File: src/rtl/rns_pkg.sv
// Shared definitions for the residue-number-system sequential converter.
// Holds the default residue/result widths and the converter state encoding.
package rns_pkg;

  localparam int RW_DEF = 8;   // width of each modulus and residue
  localparam int XW_DEF = 15;  // width of the binary result

  typedef enum logic [1:0] {
    IDLE   = 2'd0,
    CHECK  = 2'd1,
    SEARCH = 2'd2,
    DONE   = 2'd3
  } state_t;

endpackage

File: src/rtl/rns_mod_counter.sv
// Wrapping modulo counter used to track one residue channel during the search.
// Ports:
//   clk, rst_n : clock and asynchronous active-low reset
//   clr        : synchronous clear to zero (has priority over en)
//   en         : advance one step
//   modulus    : counter wraps from modulus-1 back to 0
//   r          : current residue value
module rns_mod_counter
  import rns_pkg::*;
#(
  parameter int RW = RW_DEF
) (
  input  logic          clk,
  input  logic          rst_n,
  input  logic          clr,
  input  logic          en,
  input  logic [RW-1:0] modulus,
  output logic [RW-1:0] r
);

  always_ff @(posedge clk or negedge rst_n) begin
    if (!rst_n) begin
      r <= '0;
    end else if (clr) begin
      r <= '0;
    end else if (en) begin
      r <= (r == modulus - RW'(1)) ? '0 : r + RW'(1);
    end
  end

endmodule

File: src/rtl/rns_seq_converter.sv
// Sequential residue-to-binary converter for three moduli.
// After validating the operands, it counts cnt = 0,1,2,... while three modulo
// counters track (cnt mod m1, cnt mod m2, cnt mod m3); the first cnt whose
// residues equal (x1,x2,x3) is the result. Reaching M-1 without a match means
// the moduli are not pairwise coprime.
// Ports:
//   clk, rst_n     : clock and asynchronous active-low reset
//   start          : conversion request, honoured only in IDLE
//   m1, m2, m3     : moduli, captured with start
//   x1, x2, x3     : residues, captured with start
//   busy           : high whenever not in IDLE
//   done           : one-cycle pulse ending a conversion
//   err            : conversion failed; valid with done, held until next start
//   x              : binary result; valid with done, held until next start
module rns_seq_converter
  import rns_pkg::*;
#(
  parameter int RW = RW_DEF,
  parameter int XW = XW_DEF
) (
  input  logic          clk,
  input  logic          rst_n,
  input  logic          start,
  input  logic [RW-1:0] m1,
  input  logic [RW-1:0] m2,
  input  logic [RW-1:0] m3,
  input  logic [RW-1:0] x1,
  input  logic [RW-1:0] x2,
  input  logic [RW-1:0] x3,
  output logic          busy,
  output logic          done,
  output logic          err,
  output logic [XW-1:0] x
);

  localparam int PW = 3 * RW;

  state_t        state, state_nx;
  logic [RW-1:0] m1_q, m2_q, m3_q;
  logic [RW-1:0] x1_q, x2_q, x3_q;
  logic [RW-1:0] r1, r2, r3;
  logic [PW-1:0] prod;
  logic [XW-1:0] m_q;
  logic [XW-1:0] cnt;
  logic          chk_fail;
  logic          match;
  logic          last;
  logic          accept;
  logic          ctr_clr;
  logic          ctr_en;

  // Full-width product so an oversized M is detected rather than truncated.
  assign prod = PW'(m1_q) * PW'(m2_q) * PW'(m3_q);

  assign chk_fail = (m1_q < RW'(2)) || (m2_q < RW'(2)) || (m3_q < RW'(2)) ||
                    (x1_q >= m1_q) || (x2_q >= m2_q) || (x3_q >= m3_q) ||
                    ((prod >> XW) != '0);

  assign match = (r1 == x1_q) && (r2 == x2_q) && (r3 == x3_q);
  assign last  = (cnt == m_q - XW'(1));

  // State register
  always_ff @(posedge clk or negedge rst_n) begin
    if (!rst_n) begin
      state <= IDLE;
    end else begin
      state <= state_nx;
    end
  end

  // Next-state and control decode
  always_comb begin
    state_nx = state;
    accept   = 1'b0;
    ctr_clr  = 1'b0;
    ctr_en   = 1'b0;
    case (state)
      IDLE: begin
        if (start) begin
          accept   = 1'b1;
          state_nx = CHECK;
        end
      end
      CHECK: begin
        ctr_clr  = 1'b1;
        state_nx = chk_fail ? DONE : SEARCH;
      end
      SEARCH: begin
        if (match || last) begin
          state_nx = DONE;
        end else begin
          ctr_en = 1'b1;
        end
      end
      DONE: begin
        state_nx = IDLE;
      end
      default: begin
        state_nx = IDLE;
      end
    endcase
  end

  // Operand capture; pure data, so no reset is needed.
  always_ff @(posedge clk) begin
    if (accept) begin
      m1_q <= m1;
      m2_q <= m2;
      m3_q <= m3;
      x1_q <= x1;
      x2_q <= x2;
      x3_q <= x3;
    end
  end

  // M is latched once in CHECK; only its low XW bits matter once CHECK passes.
  always_ff @(posedge clk) begin
    if (state == CHECK) begin
      m_q <= prod[XW-1:0];
    end
  end

  // Search counter; cannot wrap because M <= 2^XW - 1 is enforced in CHECK.
  always_ff @(posedge clk or negedge rst_n) begin
    if (!rst_n) begin
      cnt <= '0;
    end else if (ctr_clr) begin
      cnt <= '0;
    end else if (ctr_en) begin
      cnt <= cnt + XW'(1);
    end
  end

  // Result and error flags
  always_ff @(posedge clk or negedge rst_n) begin
    if (!rst_n) begin
      err <= 1'b0;
      x   <= '0;
    end else if (accept) begin
      err <= 1'b0;
      x   <= '0;
    end else if (state == CHECK && chk_fail) begin
      err <= 1'b1;
      x   <= '0;
    end else if (state == SEARCH) begin
      if (match) begin
        x <= cnt;
      end else if (last) begin
        err <= 1'b1;
        x   <= '0;
      end
    end
  end

  rns_mod_counter #(.RW(RW)) u_ctr1 (
    .clk     (clk),
    .rst_n   (rst_n),
    .clr     (ctr_clr),
    .en      (ctr_en),
    .modulus (m1_q),
    .r       (r1)
  );

  rns_mod_counter #(.RW(RW)) u_ctr2 (
    .clk     (clk),
    .rst_n   (rst_n),
    .clr     (ctr_clr),
    .en      (ctr_en),
    .modulus (m2_q),
    .r       (r2)
  );

  rns_mod_counter #(.RW(RW)) u_ctr3 (
    .clk     (clk),
    .rst_n   (rst_n),
    .clr     (ctr_clr),
    .en      (ctr_en),
    .modulus (m3_q),
    .r       (r3)
  );

  assign busy = (state != IDLE);
  assign done = (state == DONE);

endmodule
File: config.mk
export PLATFORM = sky130hd
export DESIGN_NAME = rns_seq_converter
export DESIGN_NICKNAME = d
export VERILOG_FILES = /design/src/rtl/rns_pkg.sv /design/src/rtl/rns_mod_counter.sv /design/src/rtl/rns_seq_converter.sv
export SDC_FILE = /design/constraint.sdc
export NUM_CORES = 1
export LEC_CHECK = 0
export BUFFER_PORTS_ARGS = -buffer_cell sky130_fd_sc_hd__buf_4
export CORE_UTILIZATION = 45
export DETAILED_ROUTE_END_ITERATION = 10
export GPL_TIMING_DRIVEN = 0
export SKIP_LAST_GASP = 1
export SLEW_MARGIN = 20
export SYNTH_ARGS = -nofsm -noshare
export SYNTH_HDL_FRONTEND = slang
export SYNTH_SLANG_ARGS = --single-unit
File: constraint.sdc
create_clock -name clk -period 8.3 [get_ports clk]
set_input_delay 1.66 -clock clk [delete_from_list [all_inputs] [get_ports clk]]
set_output_delay 1.66 -clock clk [all_outputs]
set_load 0.02 [all_outputs]
==> run_results.csv, run 1 <==
group,metric,value,unit
synthesis,syn_avg_cell_area,9.26,um^2
detailed_routing,vias,10700,
sta,slew_violations,0,
placement,place_inst,1865,
finish,nNetsFinal,1849,
cts,ctsHoldBuffers,0,
finish,diodes,0,
sta,timing.fmax,115,MHz
synthesis,syn_area,13100,um^2
synthesis,ys_types,80,
run_status,status,"finished with violations",
synthesis,synth_common_cells,"inv_1, fa_1, ha_1",
setup_path,crit_required,8610,ps
detailed_routing,route.antenna.remaining_nets,0,
global_route,track_usage,0.241,
floorplanning,coreArea,28600,um^2
floorplanning,dieWidth,172,um
cts,root_buffer,"clkbuf_16",
setup_path,ff2ff_setup_slack,-390,ps
finish,drive_gt1_frac,0.205,
synthesis,synth_nets,1700,
synthesis,synthFlopType,"edfxtp_1",
setup_path,rr_startpoint,"m1_q[3]$_DFFE_PP_",
cts,cts_tree,"yes",
setup_path,slowest_delay,570,ps
detailed_routing,routed-wl-met3,1360,um
setup_path,worstPathArrival,9000,ps
synthesis,yosysMostFrequentCell,"inv_1",
sta,rsz0062_at_grt,"yes",
sta,setup_viol,17,
sta,period_share,1.05,
cts,cts_buffers,17,
synthesis,synth_warnings,0,
setup_path,critPathSlowestCell,"fa_1",
cts,cts-htree-levels,4,
sta,hold_viol,0,
finish,multi_input_area,9380,um^2
detailed_routing,met1_length,15400,um
synthesis,syn_inst,1412,
cts,cts.sinks,120,
floorplanning,initial_utilization,0.457,
finish,nFillCells,2544,
synthesis,yosysTopAreaCell,"fa_1",
cts,clk_latency,430,ps
global_route,grt_antenna_before_repair,0,
floorplanning,row_count,62,
setup_path,path_max_fanout,8,
global_route,grt_pass1_vias,10600,
global_route,grt_start_max_net_pins,58,
detailed_routing,wl,34600,um
floorplanning,ios,69,
setup_path,r2r_end,"err$_DFFE_PN0P_",
setup_path,crit_top_cell,"fa_1",
setup_path,worstSetupEndpointType,"flip-flop",
synthesis,ys_seq_elements,120,
detailed_routing,routedWlPerCell,17.7,um
synthesis,seq_area_frac_synth,0.254,
floorplanning,fp.dieH,172,um
run_status,violations,"setup timing",
synthesis,synth_edf_count,63,
placement,gp_congestion,0.908,
min_path,hold_class,"flip-flop to flip-flop",
min_path,whs_path_depth,1,
floorplanning,die_area,29700,um^2
finish,instances_no_fill,1958,
min_path,hold_path_end,"err$_DFFE_PN0P_",
cts,path_clk_slew,60,ps
setup_path,critical_path_class,"flip-flop to flip-flop",
detailed_routing,top_layer_used,"met4",
global_route,grt_pass1_wl,54800,um
detailed_routing,drc_errors,0,
sta,fin_skew,18.4,ps
finish,top_regs,"cnt (15), m_q (15), x (15)",
detailed_routing,route.met2.wl,17000,um
synthesis,async_flop_share,0.475,
sta,hold-worst-slack,534,ps
global_route,grt-ovfl-total,0,
setup_path,r2r.worst_path.cells,34,
placement,dp_hpwl,25900,um
finish,area_growth,22.5,%
detailed_routing,viasPerCell,5.46,
finish,register_area,3320,um^2
detailed_routing,drt_pass1_iterations,5,
job,drv_cap,0,
sta,worst_slew_pin_slew,999,ps
synthesis,synth_top_area_frac,0.184,
detailed_routing,first_iter_violations,764,
setup_path,cp-start-kind,"flip-flop",
synthesis,yosys-top-cells-area,"fa_1, edfxtp_1, ha_1",
sta,period_needed,8690,ps
sta,relSlewSlack,0.328,
min_path,min_from,"err$_DFFE_PN0P_",
sta,worst_slack,-394,ps
placement,port_buffers,68,
cts,cts_buffer_depth,2,
-- layout by cell type (no fill, tap or decap), types with 13 or more instances in the layout --
cell type  instances
and2_1            62
nor3_1            35
nand2b_1          19
dfrtp_1           57
xnor2_1           47
o21ai_0           28
ha_4              15
inv_1            194
a21oi_1           34
a21o_1            18
and3_1            24
nor2_1            83
a22oi_1           16
inv_2             13
nand3_1           35
fa_1             115
buf_4            131
nand4_1           21
clkbuf_1          30
clkbuf_16         18
ha_1             100
a31oi_1           13
xor2_1            57
nand2_1           95
edfxtp_1          63
nor4_1            16
-- area by class of cell --
class | instances | share of cell area
multi-input combinational | 1019 | 0.586
sequential | 120 | 0.207
timing repair buffer | 135 | 0.0657
inverter | 212 | 0.0510
tap | 384 | 0.0300
clock buffer | 18 | 0.0281
buffer | 56 | 0.0241
clock inverter | 14 | 0.00851
-- cells by family after synthesis --
kind of cell / count (synthesis) / share of synthesized area
buffers and inverters: 273 / 0.0824
xor gates and xnor gates: 112 / 0.0750
and+or+nand+nor: 470 / 0.187
muxes: 7 / 0.00574
AOI/OAI and AO/OA: 193 / 0.100
adders and majority gates: 237 / 0.296
DFF: 120 / 0.254
-- how the worst max path moves through the flow --
stage	startpoint	to	slack [ps]	cells after the start
floorplan	m1_q[2]$_DFFE_PP_	x[10]$_DFFE_PN0P_	5	30
global placement	m2_q[0]$_DFFE_PP_	x[6]$_DFFE_PN0P_	-1500	35
detailed placement	m2_q[0]$_DFFE_PP_	x[5]$_DFFE_PN0P_	-1450	35
CTS	m1_q[1]$_DFFE_PP_	err$_DFFE_PN0P_	-330	30
global route	m1_q[1]$_DFFE_PP_	err$_DFFE_PN0P_	-640	28
finish	m1_q[3]$_DFFE_PP_	err$_DFFE_PN0P_	-390	34
-- per-layer routing --
layer,track usage,vias to the layer above
met4,0.0750,0
met3,0.0323,59
met1,0.312,5284
met2,0.415,287
li1,-,5051
met5,0,-
-- what timing repair did --
| item | CTS | global route |
|---|---|---|
| resized for setup | 115 | 63 |
| pin swaps | 57 | 57 |
| endpoints found under the setup margin | 18 | 17 |
| buffers inserted | 43 | 22 |
| cloned | 0 | 1 |
-- worst max-delay path: cells and delay by family (launching register included) --
| family | cells | cell delay [ps] |
|---|---|---|
| adder cells (fa/ha/maj) | 10 | 4370 |
| AND/OR/NAND/NOR | 5 | 870 |
| flip-flops | 1 | 420 |
| XOR/XNOR | 1 | 190 |
| AO/OA/AOI/OAI | 8 | 1720 |
| buffers and inverters | 10 | 970 |
-- metrics by stage --
step	setup TNS (ps)	utilization	area, um^2	setup slack (ps)
after CTS	-4700	0.545	15600	-335
after floorplan	0	-	13200	4.61
after global placement	-23350	0.495	14200	-1500
after global routing	-10030	0.560	16000	-638
final	-5340	0.560	16000	-394
after detailed placement	-23590	0.496	14200	-1450
Power of run 1 is left out: the tool's default activity adds up to more than one toggle a clock period on the data nets, which glitch-free logic cannot reach.
==> run 2, diff against run 1 <==
- CTS_BUF_LIST: default -> sky130_fd_sc_hd__clkbuf_4 sky130_fd_sc_hd__clkbuf_8 sky130_fd_sc_hd__clkbuf_16
- SKIP_LAST_GASP: 1 -> default
==> run 2 against run 1 <==
  * The flow still finishes with violations (setup timing)
  * Non-clock buffer count is the same
  * Die area is the same
  * Global-route usage is the same
  * Flip-flop and latch count is the same
  * Maximum frequency grew 0.12%
  * Cell area grew 0.16%
  * Register-to-register slack is essentially flat
  * Utilization grew 0.087 points
  * Critical path type unchanged
==> run_results.csv, run 2 (synthesized netlist as in run 1, its figures left out) <==
group,metric,value,unit
run_status,status,"finished with violations",
run_status,violations,"setup timing",
detailed_routing,top_layer_used,"met4",
sta,slew_violations,0,
finish,multi_input_area,9410,um^2
global_route,grt-ovfl-total,0,
placement,dp_hpwl,25900,um
detailed_routing,routed-wl-met3,1430,um
placement,place_inst,1865,
finish,diodes,0,
setup_path,worstPathArrival,8990,ps
sta,relSlewSlack,0.240,
detailed_routing,route.met2.wl,16900,um
floorplanning,initial_utilization,0.457,
finish,instances_no_fill,1958,
sta,period_share,1.05,
setup_path,path_max_fanout,8,
cts,cts.sinks,120,
global_route,grt_pass1_vias,10600,
detailed_routing,routedWlPerCell,17.7,um
cts,cts_buffers,17,
floorplanning,row_count,62,
sta,period_needed,8680,ps
cts,root_buffer,"clkbuf_16",
cts,path_clk_slew,60,ps
sta,setup_viol,17,
global_route,grt_start_max_net_pins,58,
global_route,track_usage,0.241,
setup_path,cpLargestDelayFamily,"adder cells",
detailed_routing,wl,34600,um
cts,cts_buffer_depth,2,
finish,register_area,3320,um^2
setup_path,crit_required,8600,ps
detailed_routing,drc_errors,0,
placement,gp_congestion,0.908,
cts,clk_latency,430,ps
global_route,grt_pass1_wl,54800,um
setup_path,cp_num_buf_inv,10,
cts,cts_tree,"yes",
floorplanning,die_area,29700,um^2
detailed_routing,viasPerCell,5.45,
sta,final.setup.tns,-5110,ps
detailed_routing,drt_pass1_iterations,5,
finish,top_regs,"cnt (15), m_q (15), x (15)",
cts,cts-htree-levels,4,
finish,nFillCells,2545,
finish,final_common_cell,"inv_1",
floorplanning,dieWidth,172,um
setup_path,worstSetupEndpointType,"flip-flop",
finish,area_growth,22.7,%
finish,layout_common_cells,"inv_1, buf_4, fa_1, ha_1, nand2_1",
setup_path,critical_path_class,"flip-flop to flip-flop",
sta,fin_skew,14.3,ps
floorplanning,coreArea,28600,um^2
sta,worst_slack,-383,ps
setup_path,cp-start-kind,"flip-flop",
finish,nNetsFinal,1849,
detailed_routing,met1_length,15300,um
detailed_routing,vias,10700,
sta,worst_slew_pin_slew,1130,ps
detailed_routing,first_iter_violations,747,
finish,drive_gt1_frac,0.208,
global_route,grt_antenna_before_repair,0,
setup_path,crit_top_cell,"fa_1",
placement,port_buffers,68,
sta,hold-worst-slack,534,ps
sta,hold_viol,0,
detailed_routing,route.antenna.remaining_nets,0,
min_path,hold_class,"flip-flop to flip-flop",
sta,timing.fmax,115,MHz
floorplanning,fp.dieH,172,um
floorplanning,ios,69,
sta,rsz0062_at_grt,"yes",
job,drv_cap,0,
setup_path,critPathSlowestCell,"fa_1",
setup_path,slowest_delay,570,ps
-- run 2: cell counts in the layout (fill, tap and decap cells not counted) --
Identical to the previous run, type by type.
-- run 2: layout make-up --
type,count,area share
inverter,212,0.0509
timing repair buffer,135,0.0656
multi-input combinational,1019,0.586
tap,384,0.0299
clock buffer,18,0.0281
clock inverter,14,0.00850
buffer,56,0.0240
sequential,120,0.207
-- run 2: metrics by stage --
step	area, um^2	setup WS, ps	util
after CTS	15600	-335	0.545
after global routing	16000	-638	0.561
after global placement	14200	-1500	0.495
after floorplan	13200	4.61	-
final	16000	-383	0.561
after detailed placement	14200	-1450	0.496
-- run 2: what timing repair did --
action	4_1_cts	5_1_grt
hold endpoints to repair	0	0
hold buffers	0	0
pin swaps	57	57
setup endpoints to repair	18	17
gates resized for setup	115	68
buffers inserted	43	22
gates cloned	0	1
-- run 2: final timing paths --
path	from	end	slack, ps	cells after the start
max in group asynchronous	rst_n	u_ctr3.r[4]$_DFFE_PN0P_	6480	1
min	err$_DFFE_PN0P_	err$_DFFE_PN0P_	530	1
min reg2reg	err$_DFFE_PN0P_	err$_DFFE_PN0P_	530	1
min in group asynchronous	rst_n	x[10]$_DFFE_PN0P_	1290	1
max reg2reg	m1_q[3]$_DFFE_PP_	err$_DFFE_PN0P_	-380	34
max	m1_q[3]$_DFFE_PP_	err$_DFFE_PN0P_	-380	34
-- run 2: routing by layer --
metal	track usage	vias up
li1	-	5046
met1	0.312	5301
met2	0.415	261
met3	0.0323	62
met4	0.0750	0
met5	0	-
Power of run 2 is left out for the same reason.
==> run 3, diff against run 2 <==
- REMOVE_ABC_BUFFERS: default -> 1
- SLEW_MARGIN: 20 -> default
==> run 3 against run 2 <==
  * The run ends with DRC, setup timing left
  * Utilization down 0.18 points
  * Critical path depth unchanged
  * Flip-flop and latch count unchanged
  * First-iteration DRC count down 12%
  * Worst setup slack better by 210 ps
  * Critical path type unchanged
  * Largest cell class unchanged
==> run_results.csv, run 3 (synthesized netlist as in run 1, its figures left out) <==
group,metric,value,unit
finish,nFillCells,2554,
run_status,violations,"DRC, setup timing",
finish,layout_common_cells,"inv_1, buf_4, fa_1, nand2_1, ha_1",
finish,final_common_cell,"inv_1",
run_status,status,"finished with violations",
finish,nNetsFinal,1816,
cts,root_buffer,"clkbuf_16",
floorplanning,fp.dieH,172,um
placement,gp_congestion,0.907,
setup_path,critical_path_class,"flip-flop to flip-flop",
placement,port_buffers,68,
detailed_routing,route.antenna.remaining_nets,0,
sta,setup_viol,17,
detailed_routing,routedWlPerCell,17.2,um
floorplanning,die_area,29700,um^2
sta,rsz0062_at_grt,"yes",
sta,fin_skew,14.3,ps
cts,path_clk_slew,70,ps
sta,slew_violations,0,
detailed_routing,viasPerCell,5.46,
cts,cts_tree,"yes",
global_route,grt_pass1_vias,10200,
job,drv_cap,0,
placement,dp_hpwl,24300,um
min_path,hold_class,"flip-flop to flip-flop",
setup_path,slowest_delay,520,ps
cts,cts_buffers,17,
floorplanning,row_count,62,
detailed_routing,vias,10500,
cts,clk_latency,430,ps
detailed_routing,drt_pass1_iterations,8,
detailed_routing,wl,33200,um
floorplanning,ios,69,
sta,timing.fmax,118,MHz
setup_path,crit_top_cell,"fa_1",
floorplanning,dieWidth,172,um
placement,place_ws,-2040,ps
sta,worst_slack,-171,ps
cts,cts.sinks,120,
detailed_routing,first_iter_violations,655,
finish,drive_gt1_frac,0.221,
sta,worst_slew_pin_slew,1050,ps
setup_path,worstSetupEndpointType,"flip-flop",
detailed_routing,drc_errors,1,
setup_path,worstPathArrival,8780,ps
global_route,grt-ovfl-total,0,
sta,period_share,1.02,
setup_path,cp-start-kind,"flip-flop",
floorplanning,initial_utilization,0.457,
finish,area_growth,22.3,%
global_route,grt_start_max_net_pins,58,
setup_path,path_max_fanout,5,
finish,diodes,0,
finish,top_regs,"cnt (15), m_q (15), x (15)",
setup_path,critPathSlowestCell,"fa_1",
sta,relSlewSlack,0.297,
cts,cts_buffer_depth,2,
cts,cts-htree-levels,4,
global_route,grt_pass1_wl,52800,um
sta,period_needed,8470,ps
sta,hold_viol,0,
setup_path,crit_required,8610,ps
global_route,grt_antenna_before_repair,0,
floorplanning,coreArea,28600,um^2
global_route,track_usage,0.229,
run 3: cell types whose count changed in the layout (fill, tap and decap cells not counted), sizes merged:
cell      change
clkinvlp      +2
clkinv        -4
buf           +2
clkbuf       -34
inv           +1
run 3: timing repair:
| action | 4_1_cts | 5_1_grt |
|---|---|---|
| buffers inserted | 62 | 27 |
| gates resized for setup | 123 | 64 |
| setup endpoints to repair | 19 | 17 |
| pin swaps | 77 | 34 |
| hold buffers | 0 | 0 |
run 3: worst max-delay path: cells and delay by family (launching register included):
kind            cells  cell delay [ps]
compound gates     10             1770
xor+xnor            1              280
fa+ha+maj          10             4130
buf+inv             8              800
flops               1              490
simple gates        5              860
run 3: per-stage QoR:
step / area [um^2] / instances / setup TNS, ps / hold slack, ps / utilization
after global routing: 16000 / 1925 / -5760 / 577 / 0.559
after floorplan: 12800 / 1351 / -2890 / 527 / -
final: 16000 / 1925 / -1290 / 561 / 0.559
after CTS: 15500 / 1898 / -1360 / 569 / 0.541
after detailed placement: 13800 / 1805 / -31050 / 559 / 0.483
after global placement: 13800 / 1803 / -31270 / 520 / 0.482
run 3: final timing paths:
path	from	to	slack [ps]	cells after the start
max	m2_q[3]$_DFFE_PP_	err$_DFFE_PN0P_	-170	34
min	err$_DFFE_PN0P_	err$_DFFE_PN0P_	560	1
max reg2reg	m2_q[3]$_DFFE_PP_	err$_DFFE_PN0P_	-170	34
min reg2reg	err$_DFFE_PN0P_	err$_DFFE_PN0P_	560	1
max in group asynchronous	rst_n	u_ctr1.r[3]$_DFFE_PN0P_	6490	1
min in group asynchronous	rst_n	x[3]$_DFFE_PN0P_	1300	1
run 3: layout make-up:
| class | instances | area, um^2 | area share |
|---|---|---|---|
| clock buffer | 19 | 458 | 0.0286 |
| clock inverter | 13 | 129 | 0.00806 |
| inverter | 212 | 812 | 0.0508 |
| multi-input combinational | 1019 | 9540 | 0.596 |
| sequential | 120 | 3320 | 0.207 |
| tap | 384 | 480 | 0.0300 |
| timing repair buffer | 158 | 1260 | 0.0788 |
run 3: layer usage:
metal | global-route usage | up-vias | share of wire
li1 | - | 4973 | -
met1 | 0.296 | 5227 | 0.43
met2 | 0.398 | 271 | 0.51
met3 | 0.0309 | 39 | 0.038
met4 | 0.0623 | 0 | 0.017
met5 | 0 | - | 0
Power of run 3 is left out for the same reason.
